<file path="src/rtl/button_debouncer_pkg.sv">
// Shared definitions for the button debouncer: FSM state encodings and the
// default qualification window derived from the board clock.
package button_debouncer_pkg;

    localparam int BOARD_CLK_HZ = 100_000_000;
    localparam int DEBOUNCE_MS  = 10;

    function automatic int ms_to_cycles(input int ms);
        return (BOARD_CLK_HZ / 1000) * ms;
    endfunction

    localparam int DEFAULT_STABLE_CYCLES = ms_to_cycles(DEBOUNCE_MS);

    typedef enum logic [1:0] {
        DB_IDLE_LOW  = 2'd0,
        DB_WAIT_HIGH = 2'd1,
        DB_IDLE_HIGH = 2'd2,
        DB_WAIT_LOW  = 2'd3
    } db_state_t;

endpackage

</file>
<file path="src/rtl/button_debouncer_sync_2ff.sv">
// Two-flop synchronizer for asynchronous single-bit inputs, reset to 0.
// Latency: 2 clk cycles. Backpressure: none, samples every cycle.
// Input is assumed asynchronous to clk, so only q is safe to consume.
module sync_2ff (
    input  logic clk,
    input  logic rst,
    input  logic d,
    output logic q
);

    logic meta;

    always_ff @(posedge clk) begin
        if (rst) begin
            meta <= 1'b0;
            q    <= 1'b0;
        end else begin
            meta <= d;
            q    <= meta;
        end
    end

endmodule

</file>
<file path="src/rtl/button_debouncer.sv">
// Debounces one raw mechanical input into a clean registered level plus busy flag.
// Latency: STABLE_CYCLES+2 cycles with BUTTON_DEBOUNCER_SYNC_EN, STABLE_CYCLES without.
// Backpressure: none; raw input is sampled every cycle.
module button_debouncer
    import button_debouncer_pkg::*;
#(
    parameter int STABLE_CYCLES = DEFAULT_STABLE_CYCLES,
    parameter int CNT_W         = $clog2(STABLE_CYCLES)
) (
    input  logic clk,
    input  logic rst,
    input  logic signal_raw,
    output logic signal_clean,
    output logic busy
);

    localparam logic [CNT_W-1:0] CNT_MAX = CNT_W'(STABLE_CYCLES - 1);
    localparam logic [CNT_W-1:0] CNT_ONE = CNT_W'(1);

    logic             s;
    db_state_t        state;
    db_state_t        state_nxt;
    logic [CNT_W-1:0] cnt;
    logic [CNT_W-1:0] cnt_nxt;
    logic             clean_nxt;
    logic             busy_nxt;

`ifdef BUTTON_DEBOUNCER_SYNC_EN
    sync_2ff u_sync (
        .clk (clk),
        .rst (rst),
        .d   (signal_raw),
        .q   (s)
    );
`else
    // Bypass only for sources already synchronous to clk.
    assign s = signal_raw;
`endif

    always_ff @(posedge clk) begin
        if (rst) begin
            state        <= DB_IDLE_LOW;
            cnt          <= '0;
            signal_clean <= 1'b0;
            busy         <= 1'b0;
        end else begin
            state        <= state_nxt;
            cnt          <= cnt_nxt;
            signal_clean <= clean_nxt;
            busy         <= busy_nxt;
        end
    end

    // cnt holds the number of consecutive samples already seen at the candidate level.
    always_comb begin
        state_nxt = state;
        cnt_nxt   = '0;
        case (state)
            DB_IDLE_LOW: begin
                if (s) begin
                    state_nxt = DB_WAIT_HIGH;
                    cnt_nxt   = CNT_ONE;
                end
            end
            DB_WAIT_HIGH: begin
                if (!s) begin
                    state_nxt = DB_IDLE_LOW;
                end else if (cnt == CNT_MAX) begin
                    state_nxt = DB_IDLE_HIGH;
                end else begin
                    cnt_nxt = cnt + CNT_ONE;
                end
            end
            DB_IDLE_HIGH: begin
                if (!s) begin
                    state_nxt = DB_WAIT_LOW;
                    cnt_nxt   = CNT_ONE;
                end
            end
            DB_WAIT_LOW: begin
                if (s) begin
                    state_nxt = DB_IDLE_HIGH;
                end else if (cnt == CNT_MAX) begin
                    state_nxt = DB_IDLE_LOW;
                end else begin
                    cnt_nxt = cnt + CNT_ONE;
                end
            end
            default: begin
                state_nxt = DB_IDLE_LOW;
            end
        endcase
    end

    // Outputs are decoded from the next state so they register alongside it.
    always_comb begin
        clean_nxt = (state_nxt == DB_IDLE_HIGH) || (state_nxt == DB_WAIT_LOW);
        busy_nxt  = (state_nxt == DB_WAIT_HIGH) || (state_nxt == DB_WAIT_LOW);
    end

endmodule

</file>
<file path="config.mk">
export PLATFORM = sky130hd
export DESIGN_NAME = button_debouncer
export DESIGN_NICKNAME = d
export VERILOG_FILES = /design/src/rtl/button_debouncer_pkg.sv /design/src/rtl/button_debouncer_sync_2ff.sv /design/src/rtl/button_debouncer.sv
export SDC_FILE = /design/constraint.sdc
export NUM_CORES = 1
export LEC_CHECK = 0
export CORE_UTILIZATION = 60
export CTS_CLUSTER_DIAMETER = 40
export CTS_CLUSTER_SIZE = 8
export DETAILED_ROUTE_END_ITERATION = 6
export HOLD_SLACK_MARGIN = 0.02
export PLACE_DENSITY_LB_ADDON = 0.12
export SYNTH_ARGS = -nofsm -noshare
export SYNTH_HDL_FRONTEND = slang
export SYNTH_SLANG_ARGS = --single-unit
</file>
<file path="constraint.sdc">
create_clock -name clk -period 3.4 [get_ports clk]
set_input_delay 0.68 -clock clk [delete_from_list [all_inputs] [get_ports clk]]
set_output_delay 0.68 -clock clk [all_outputs]
set_load 0.1 [all_outputs]
</file>
======== Yosys cells after proc, flatten, opt, wreduce, memory -nomap -nowiden ========
Index checks and enable logic that the tools add are counted.
cells by class
  $add $sub $neg .......................... 1
  eq/ne operators ......................... 7
  mux-type cells .......................... 13
  reduce and logical (&&, ||, !) cells .... 3
operators with widths
  cell                                            number
  one-hot mux 20 bit (4 select lines)             1
  two-way mux 20 bit                              3
  adder 20 x 1 -> 20 bit (second input constant)  1
  == test 20 bit (second input constant)          1
  two-way mux 2 bit                               6
  == test 2 bit (second input constant)           4
  one-hot mux 2 bit (4 select lines)              1
  == test 2 x 1 -> 1 bit (second input constant)  2
  logical NOT 2 bit                               1
  logical OR 1 bit                                2
  two-way mux 1 bit                               2
word-level totals
  flip-flop bits (word level) ............. 24
  bits of input ports ..................... 3
  output and inout port bits .............. 2

======== Longest topological paths before layout ========
  depth after elaboration ................. 6
  gate-level depth with buffers ........... 6
  depth with buffers taken out ............ 5

======== Worst setup path before layout ========
Ideal clock, no wire load.
  path type ............................... register -> register
  from .................................... register, netlist name signal_clean
  to ...................................... register cnt[10]
  data arrival time ....................... 1.980 ns
  required time ........................... 3.336 ns
  slack ................................... 1.356 ns
  stages on the path, launching flop included .. 6
  buffers on the path ..................... 1
  clock period less this slack ............ 2.044 ns
  cells stage by stage .................... dfxtp_1 -> xnor2_1 -> nor3b_1 -> o21ai_4 -> buf_4 -> nor2_1
RTL lines
  item                  line                    RTL
  to (signal assigned)  button_debouncer.sv:48  cnt <= cnt_nxt;
  to (decl)             button_debouncer.sv:23  logic [CNT_W-1:0] cnt;

======== Final worst setup path ========
  from .................................... register signal_clean
  to ...................................... output port signal_clean
RTL lines
  item                    line                    RTL
  from (decl)             button_debouncer.sv:13  output logic signal_clean,
  from (signal assigned)  button_debouncer.sv:49  signal_clean <= clean_nxt;
No word-level cell between the ends.

==> impl_metrics.env <==
export IMPL_critical_path_reg2reg_endpoint="cnt[6]"
export IMPL_detail_route_antenna_nets=0
export IMPL_min_delay_start="cnt[19]"
export IMPL_cts_hold_buffers=0
export IMPL_slowest_stage="clkdlybuf4s50_1"
export IMPL_chipWidth_um=43.9
export IMPL_max_clock_freq_ghz=0.398
export IMPL_synth_area_sq_mm=0.00105
export IMPL_holdCritPathClass="flop to flop"
export IMPL_clock_path_buffers=2
export IMPL_fin_worst_skew_ns=0.0113
export IMPL_sum_of_met3_wire_segment_lengths_after_detailed_routing_um=29
export IMPL_drt_iter0_markers=6
export IMPL_critPathLaunchType="flop"
export IMPL_synth_warnings=0
export IMPL_timing_max_transition_violations_final=0
export IMPL_worst_slew_pin_transition_ns=0.959
export IMPL_chipHeight_um=43.9
export IMPL_synth_avg_cell_area_sq_um=9.09
export IMPL_grt_pass1_vias=809
export IMPL_num_vias=817
export IMPL_numCtsBuffers=3
export IMPL_floorplan_rows=14
export IMPL_maximum_number_of_pins_on_one_net_before_global_route_repair=19
export IMPL_post_cts_resize_count=0
export IMPL_endpoint_kind="output port"
export IMPL_peakVddDrop_mv=0.253
export IMPL_cp_data_arrival_time_ns=1.83
export IMPL_avgRoutedWirePerCell_um=13.4
export IMPL_static_leakage_power_uw=0.000310
export IMPL_netlist_cell_type_count=31
export IMPL_hold_path_end="cnt[19]"
export IMPL_max_cap_viol_count=0
export IMPL_yosys_most_used_dff="dfxtp_1"
export IMPL_diodes=0
export IMPL_critical_path_required_ns=2.72
export IMPL_critical_path_buf_inv_count=1
export IMPL_synth_top_area_cell="dfxtp_1"
export IMPL_final_hold_violation_count=0
export IMPL_detailroute_wirelength_met2_um=923
export IMPL_outcome="finished, final reports clean"
export IMPL_finalCoreUtilization_pct=72.0
export IMPL_fin_tns_setup_ns=0
export IMPL_ffs_latches_synth=23
export IMPL_synth_async_reset_ratio_pct=0
export IMPL_met1Wirelength_um=911
export IMPL_final_period_utilization_pct=73.9
export IMPL_post_drt_via_cell_ratio=5.88
export IMPL_finalSetupViolations=0
export IMPL_grt_antenna_before_repair=0
export IMPL_drcViolationCount=0
export IMPL_nNetsFinal=128
export IMPL_syn_nets=120
export IMPL_fin_hold_ws_ns=0.507
export IMPL_cp_max_fo=3
export IMPL_wirelength_um=1860
export IMPL_timing_final_crit_period_ns=2.51
export IMPL_setup_crit_path_kind="flop to output port"
export IMPL_core_region_area_sq_mm=0.00158
export IMPL_mostFrequentLayoutCell="dfxtp_1"
export IMPL_grt_total_usage_pct=22.6
export IMPL_cts_clk_pin_slew_worst_paths_ns=0.13
export IMPL_cts_num_sinks=23
export IMPL_max_slew_margin_rel_pct=35.8
export IMPL_clock_tree_htree_level_count=1
export IMPL_crit_chain="clkdlybuf4s50_1"
export IMPL_critical_path_reg2reg_startpoint="cnt[0]"
export IMPL_yosysSeqAreaShare_pct=43.7
export IMPL_place_congestion=0.780
export IMPL_die_area_sq_mm=0.00193
export IMPL_most_common_layout_cells="dfxtp_1, nor2_1, xnor2_1, nand2_1, nand3_1"
export IMPL_top_metal_used="met3"
export IMPL_synthesis_instances=116
export IMPL_timing_reg2reg_worst_path_depth=5
export IMPL_layout_drive_gt1_share_pct=8.94
export IMPL_synthToLayoutAreaGrowth_pct=7.59
export IMPL_portBuffers=4
export IMPL_synth_edf_count=0
export IMPL_regToRegSetupSlack_ns=1.31
export IMPL_grt_overflow_total=0
export IMPL_yosys_top_cells_area="dfxtp_1, xnor2_1, nor2_1"
export IMPL_timing_critical_path_slowest_cell_delay_ns=1.14
export IMPL_holdPathStages=2
export IMPL_setup_repair_after_global_routing_missed_its_margin="false"
export IMPL_grt_first_pass_wirelength_um=3240
export IMPL_cts_root_buffer="clkbuf_4"
export IMPL_tritoncts="built"
export IMPL_power_per_cell_area_mw_per_mm2=364
export IMPL_cts_post_setup_buffers_inserted=0
export IMPL_hpwl_um=1370
export IMPL_ios=5
export IMPL_start_util_pct=66.9
export IMPL_detailed_router_iteration_count_before_antenna_repair=6
export IMPL_synth_top_cell_area_share_pct=43.7
export IMPL_worstSkewPairLatency_ns=0.31
export IMPL_critical_path_top_delay_family="buffers and inverters"
export IMPL_fillers=123
==> power by group <==
group | internal, uW | leakage, uW | total, uW | switching, uW
sequential | 272 | 0.000186 | 274 | 2.09
clock | 43.8 | 0.0000177 | 125 | 81.3
combinational | 5.32 | 0.000106 | 14.7 | 9.36
total | 321 | 0.000310 | 413 | 92.7
==> how the worst max path moves through the flow <==
| stage | startpoint | to | slack, ns | depth (start not counted) |
|---|---|---|---|---|
| 3_5_place_dp | signal_raw | cnt[19] | 1.19 | 5 |
| 6_report | signal_clean | signal_clean | 0.89 | 1 |
| 4_1_cts | signal_clean | signal_clean | 0.89 | 1 |
| 2_1_floorplan | signal_clean | cnt[10] | 1.36 | 5 |
| 5_1_grt | signal_clean | signal_clean | 0.83 | 1 |
| 3_3_place_gp | signal_clean | signal_clean | 1.25 | 1 |
==> layout make-up <==
| type | instances | area [sq um] | share of cell area, % |
|---|---|---|---|
| clock buffers | 3 | 22.5 | 1.98 |
| inverters | 4 | 15.0 | 1.32 |
| multi-input cells | 88 | 572 | 50.4 |
| flip-flops and latches | 23 | 460 | 40.6 |
| well taps | 16 | 20.0 | 1.76 |
| clock inverters | 1 | 5.00 | 0.441 |
| repair buffers | 4 | 40.0 | 3.53 |
==> registers in the layout, summed over array words and instances (netlist names) <==
signal and cells:
cnt 20, signal_clean 1, busy 1, state 1
==> worst reg2reg max path, delay by kind of cell (launching register included) <==
family	cells	cell delay, ns
AND/OR/NAND/NOR	3	0.89
AO/OA/AOI/OAI	1	0.43
flip-flops	1	0.42
adder cells (fa/ha/maj)	1	0.23
==> cell usage after synthesis, types with 3 or more instances <==
| cell type | instances |
|---|---|
| nand2_1 | 7 |
| dfxtp_1 | 23 |
| or4_4 | 3 |
| a21oi_1 | 5 |
| or3_1 | 4 |
| nor3_1 | 4 |
| inv_1 | 3 |
| nand3_1 | 6 |
| nor2_1 | 18 |
| o21ai_0 | 4 |
| xnor2_1 | 12 |
| nor4_1 | 4 |
==> routing by layer <==
layer  global-route usage, %  vias up
met5                       0        -
met2                    40.0        5
li1                        -      426
met1                    27.5      386
met4                    7.88        0
met3                    3.75        0
==> stage by stage <==
step	power, uW	setup WS, ns	cell area [sq um]	instances
after detailed placement	294	1.19	1110	135
after global placement	294	1.25	1110	135
after floorplan	289	1.36	1050	116
after CTS	417	0.887	1130	139
after global routing	432	0.831	1130	139
final	413	0.888	1130	139
==> cells by family (layout without fill, tap and decap cells) <==
| family | after synthesis | after routing | synth area share, % |
|---|---|---|---|
| adders and majority gates | 1 | 1 | 1.19 |
| and+or+nand+nor | 57 | 57 | 31.0 |
| muxes | 1 | 1 | 0.949 |
| xor gates and xnor gates | 14 | 14 | 11.6 |
| DFF | 23 | 23 | 43.7 |
| buffers and inverters | 5 | 12 | 2.14 |
| AOI/OAI and AO/OA | 15 | 15 | 9.49 |
Power figures use the tool's default switching activity.
==> RTL edit 1: new RTL, same flow settings <==
The option `BUTTON_DEBOUNCER_SYNC_EN` is turned on by a define.
--- a/src/rtl/button_debouncer.sv
+++ b/src/rtl/button_debouncer.sv
@@ -3,2 +3,4 @@
 // Backpressure: none; raw input is sampled every cycle.
+`define BUTTON_DEBOUNCER_SYNC_EN
+
 module button_debouncer
Formal check against the unedited RTL: not equivalent (Yosys sat finds a counterexample within 4 cycles, from zero or initial values and one cycle with rst high).
==> RTL edit 1 against the unedited design <==
  * Design area is 7.8% higher
  * Power is 5.8% higher
  * Wire length is 11% higher
  * Non-clock buffer count stayed put
  * Highest routed layer is now met4
  * Maximum frequency is 2.4% higher
  * Final cell count is 13% higher
  * Via count is 12% higher
  * Synthesized area is 7.6% higher
  * Count of clock-buffer cells in the layout stayed put
  * Worst setup slack better by 58 ps
  * Sequential cell count is 2 higher
==> RTL edit 1: results (changes against the unedited design) <==
CP Max Fanout - 1 (-2)
GR Util met3 - 0.07143 (+0.03393)
Filler instances - 146 (+19%)
Router iterations before antenna repair - 4 (-2)
Post-synth top cells - dfxtp_1 (25), nor2_1 (17), xnor2_1 (10), nand3_1 (9), nand2_1 (7)
Peak supply drop - 258.1 uV (+2.0%)
Mux cell area share after synthesis - 0 (-0.009490)
DR iter-0 viols - 42 (+36)
Final Non-Filler Cells - 157 (+13%)
Placed wire-length estimate - 1496 um (+9.4%)
Critical R2R Capture - cnt[14]
Compound-cell area share of the yosys netlist - 0.1003 (+0.005432)
Largest net degree at the start of global routing - 20 (+1)
Clock Skews - 7.123 ps (-4.151 ps)
GR Layer Usage met2 - 0.3429 (-0.05714)
Post-synthesis sequential area ratio - 0.4410 (+0.004478)
Fin nets - 137 (+7.0%)
Met3 wire length - 104 um (+260%)
Hold path start - u_sync.meta
Proportion of layout cells with a drive suffix above 1 - 0.07576 (-0.01367)
Number of global-route vias before repair - 719 (-11%)
GPL Wtd Cong - 0.8685 (+11%)
Synth area leaders - dfxtp_1 (44%), xnor2_1 (7.7%), nor2_1 (5.6%)
Leakage power - 0.3241 nW (+4.5%)
Die footprint - 2069 um2 (+7.3%)
Post-Synth XOR/XNOR Area - 0.1080 (-0.008203)
Outcome - finished, final reports clean
Synth Area per Inst - 9.079 um2 (-0.15%)
Global Route met1 Usage - 0.3027 (+0.02812)
[RTL edit 1: worst max path at each step]
stage	to	slack [ps]	start
finish	busy	950	busy
global route	busy	890	busy
CTS	busy	930	busy
detailed placement	busy	1310	busy
global placement	busy	1310	busy
floorplan	cnt[11]	1550	signal_clean
[RTL edit 1: power by group]
part | internal, mW | switching, mW | total [mW]
logic | 0.00419 | 0.00464 | 0.00883
registers | 0.295 | 0.00117 | 0.296
clock network | 0.0441 | 0.0883 | 0.132
[RTL edit 1: area by class of cell]
class | instances | area share
Multi-Input combinational cell | 95 | 0.5000
Sequential cell | 25 | 0.4090
Timing Repair Buffer | 4 | 0.03067
Tap cell | 25 | 0.02556
Clock buffer | 3 | 0.01840
Inverter | 4 | 0.01227
Clock inverter | 1 | 0.004090
[RTL edit 1: per-stage QoR]
step	setup WS (ps)	area [um2]
4_1_cts	933.7	1224
3_5_place_dp	1306	1196
3_3_place_gp	1307	1196
2_1_floorplan	1551	1135
6_report	946.1	1224
5_1_grt	891.3	1224
==> RTL edit 2: new RTL, config.mk and constraints unchanged <==
Made on the original files. Remove the register `busy`: a continuous assignment takes its place, so the output `busy` follows one clock earlier. Comments in the files are not updated.
--- a/src/rtl/button_debouncer.sv
+++ b/src/rtl/button_debouncer.sv
@@ -44,3 +44,2 @@
             signal_clean <= 1'b0;
-            busy         <= 1'b0;
         end else begin
@@ -49,5 +48,6 @@
             signal_clean <= clean_nxt;
-            busy         <= busy_nxt;
         end
     end
+
+    assign busy = busy_nxt;
 
Function: changed (a bounded check fails within 4 cycles, from zero or initial values and one cycle with rst high).
==> RTL edit 2 against the unedited design <==
  * Wire length shrank 8.9%
  * Synthesized cell count unchanged
  * Power grew 0.61%
  * Worst setup slack worse by 500 ps
  * Final cell count is the same
  * Synthesized area is 1.7% lower
  * Design area shrank 1.3%
  * Critical path type unchanged
  * Register-to-register slack got worse by 80 ps
  * Sequential cell count down 1
==> RTL edit 2: results (changes against the unedited design) <==
Filler instances - 136 (+11%)
Slowest stage delay, CP - 590 ps (-550 ps)
CTS HTree Levels - 1 (unchanged)
Postcts setup bufs - 0 (unchanged)
Largest regs - cnt x20, signal_clean x1, state x1
Area post-placement - 1084 um2 (-2.1%)
CP max stage cell - or4_4
Router iterations before antenna repair - 4 (-2)
Clock Skews - 11.37 ps (+0.09440 ps)
Initial antenna violation count - 0 (unchanged)
Critical Path AT - 2330 ps (+500 ps)
DR iter-0 viols - 15 (+9)
Clk pin slew, worst setup/hold paths - 120 ps
Final Hold Viols - 0 (unchanged)
Buffers on Ports - 4 (unchanged)
Proportion of layout cells with a drive suffix above 1 - 0.1707 (+0.08130)
Num CTS Buffers - 3 (unchanged)
GPL Wtd Cong - 0.7604 (-2.6%)
Synth cell types - 24 (-23%)
Leakage power - 0.2966 nW (-4.3%)
Synth area leaders - dfxtp_1 (42%), xnor2_1 (10%), nor2_2 (6.0%)
Placed wire-length estimate - 1245 um (-8.9%)
Peak supply drop - 217.8 uV (-14%)
Clk Latency, worst-skew pair - 310 ps (about the same)
# resized after CTS - 0 (unchanged)
Max_slew headroom - 0.3554 (-0.003047)
Critical path startpoint category - flip-flop
Avg WL per Cell - 12.22 um (-8.9%)
GRT Overall Usage - 0.2129 (-0.01281)
Largest net degree at the start of global routing - 20 (+1)
Buffer depth of the longest clock path - 2 (unchanged)
Pre-CTS setup slack - 759.8 ps (-429.6 ps)
Worst min path class - flip-flop to flip-flop
Ys Warns - 0 (unchanged)
Hold path start - cnt[19]
CP Max Fanout - 7 (+4)
Outcome - finished, final reports clean
Synth Area per Inst - 8.942 um2 (-1.7%)
Fin nets - 128 (unchanged)
Reg-to-Reg Start - cnt[0]
Antenna Cells - 0 (unchanged)
Root buf cell - clkbuf_4
First-pass GRT wire length - 3049 um (-6.0%)
Final Non-Filler Cells - 139 (unchanged)
Post-synthesis sequential area ratio - 0.4246 (-0.01193)
Via density - 5.899 (+0.37%)
Post-synth top cells - dfxtp_1 (22), xnor2_1 (12), nor2_2 (10), nor2_1 (8)
Number of global-route vias before repair - 752 (-7.0%)
Syn nets - 120 (unchanged)
Async S/R FF share, synth - 0 (unchanged)
Area growth from synthesis to layout - 7.961%
Worst path top cell family by delay - simple AND/OR/NAND/NOR gates
## RTL edit 2: cell types whose count changed in the layout (fill, tap and decap cells not counted), moves of 2 or more
cell,before,now
a311oi_1,2,0
and2_1,2,0
inv_1,3,6
nor2_1,18,8
nor2_2,0,10
nor3_1,4,7
o21ai_0,4,6
or3_1,4,6
## RTL edit 2: cells by family (layout without fill, tap and decap cells)
| kind of cell | after synthesis | after routing | share of synthesized area |
|---|---|---|---|
| adder cells (fa/ha/maj) | 1 | 1 | 0.01206 |
| AO/OA/AOI/OAI | 14 | 14 | 0.08203 |
| buffers and inverters | 7 | 14 | 0.03257 |
| flip-flops | 22 | 22 | 0.4246 |
| XOR/XNOR | 14 | 14 | 0.1182 |
| AND/OR/NAND/NOR | 58 | 58 | 0.3305 |
## RTL edit 2: where the power goes
group | leakage (nW) | internal, mW | switching, mW
sequential | 0.178 | 0.259 | 0.00161
combinational | 0.0980 | 0.00484 | 0.0103
clock | 0.0210 | 0.0653 | 0.0748
## RTL edit 2: metal layers
layer | GRT usage | wire length [um]
met5 | 0 | 0
met1 | 0.2966 | 887
met3 | 0.02500 | 45
met4 | 0.1125 | 21
met2 | 0.3224 | 744
## RTL edit 2: worst paths after layout
| check | end | slack (ps) | cells past startpoint |
|---|---|---|---|
| hold / removal | cnt[19] | 510 | 2 |
| setup / recovery | busy | 390 | 6 |
| setup reg to reg | cnt[12] | 1230 | 5 |
| hold reg to reg | cnt[19] | 510 | 2 |
## RTL edit 2: cell type report
| type | count | share of cell area |
|---|---|---|
| Clock buffer | 4 | 0.03240 |
| Inverter | 6 | 0.02011 |
| Multi-Input combinational cell | 87 | 0.5028 |
| Sequential cell | 22 | 0.3933 |
| Tap cell | 16 | 0.01788 |
| Timing Repair Buffer | 4 | 0.03352 |
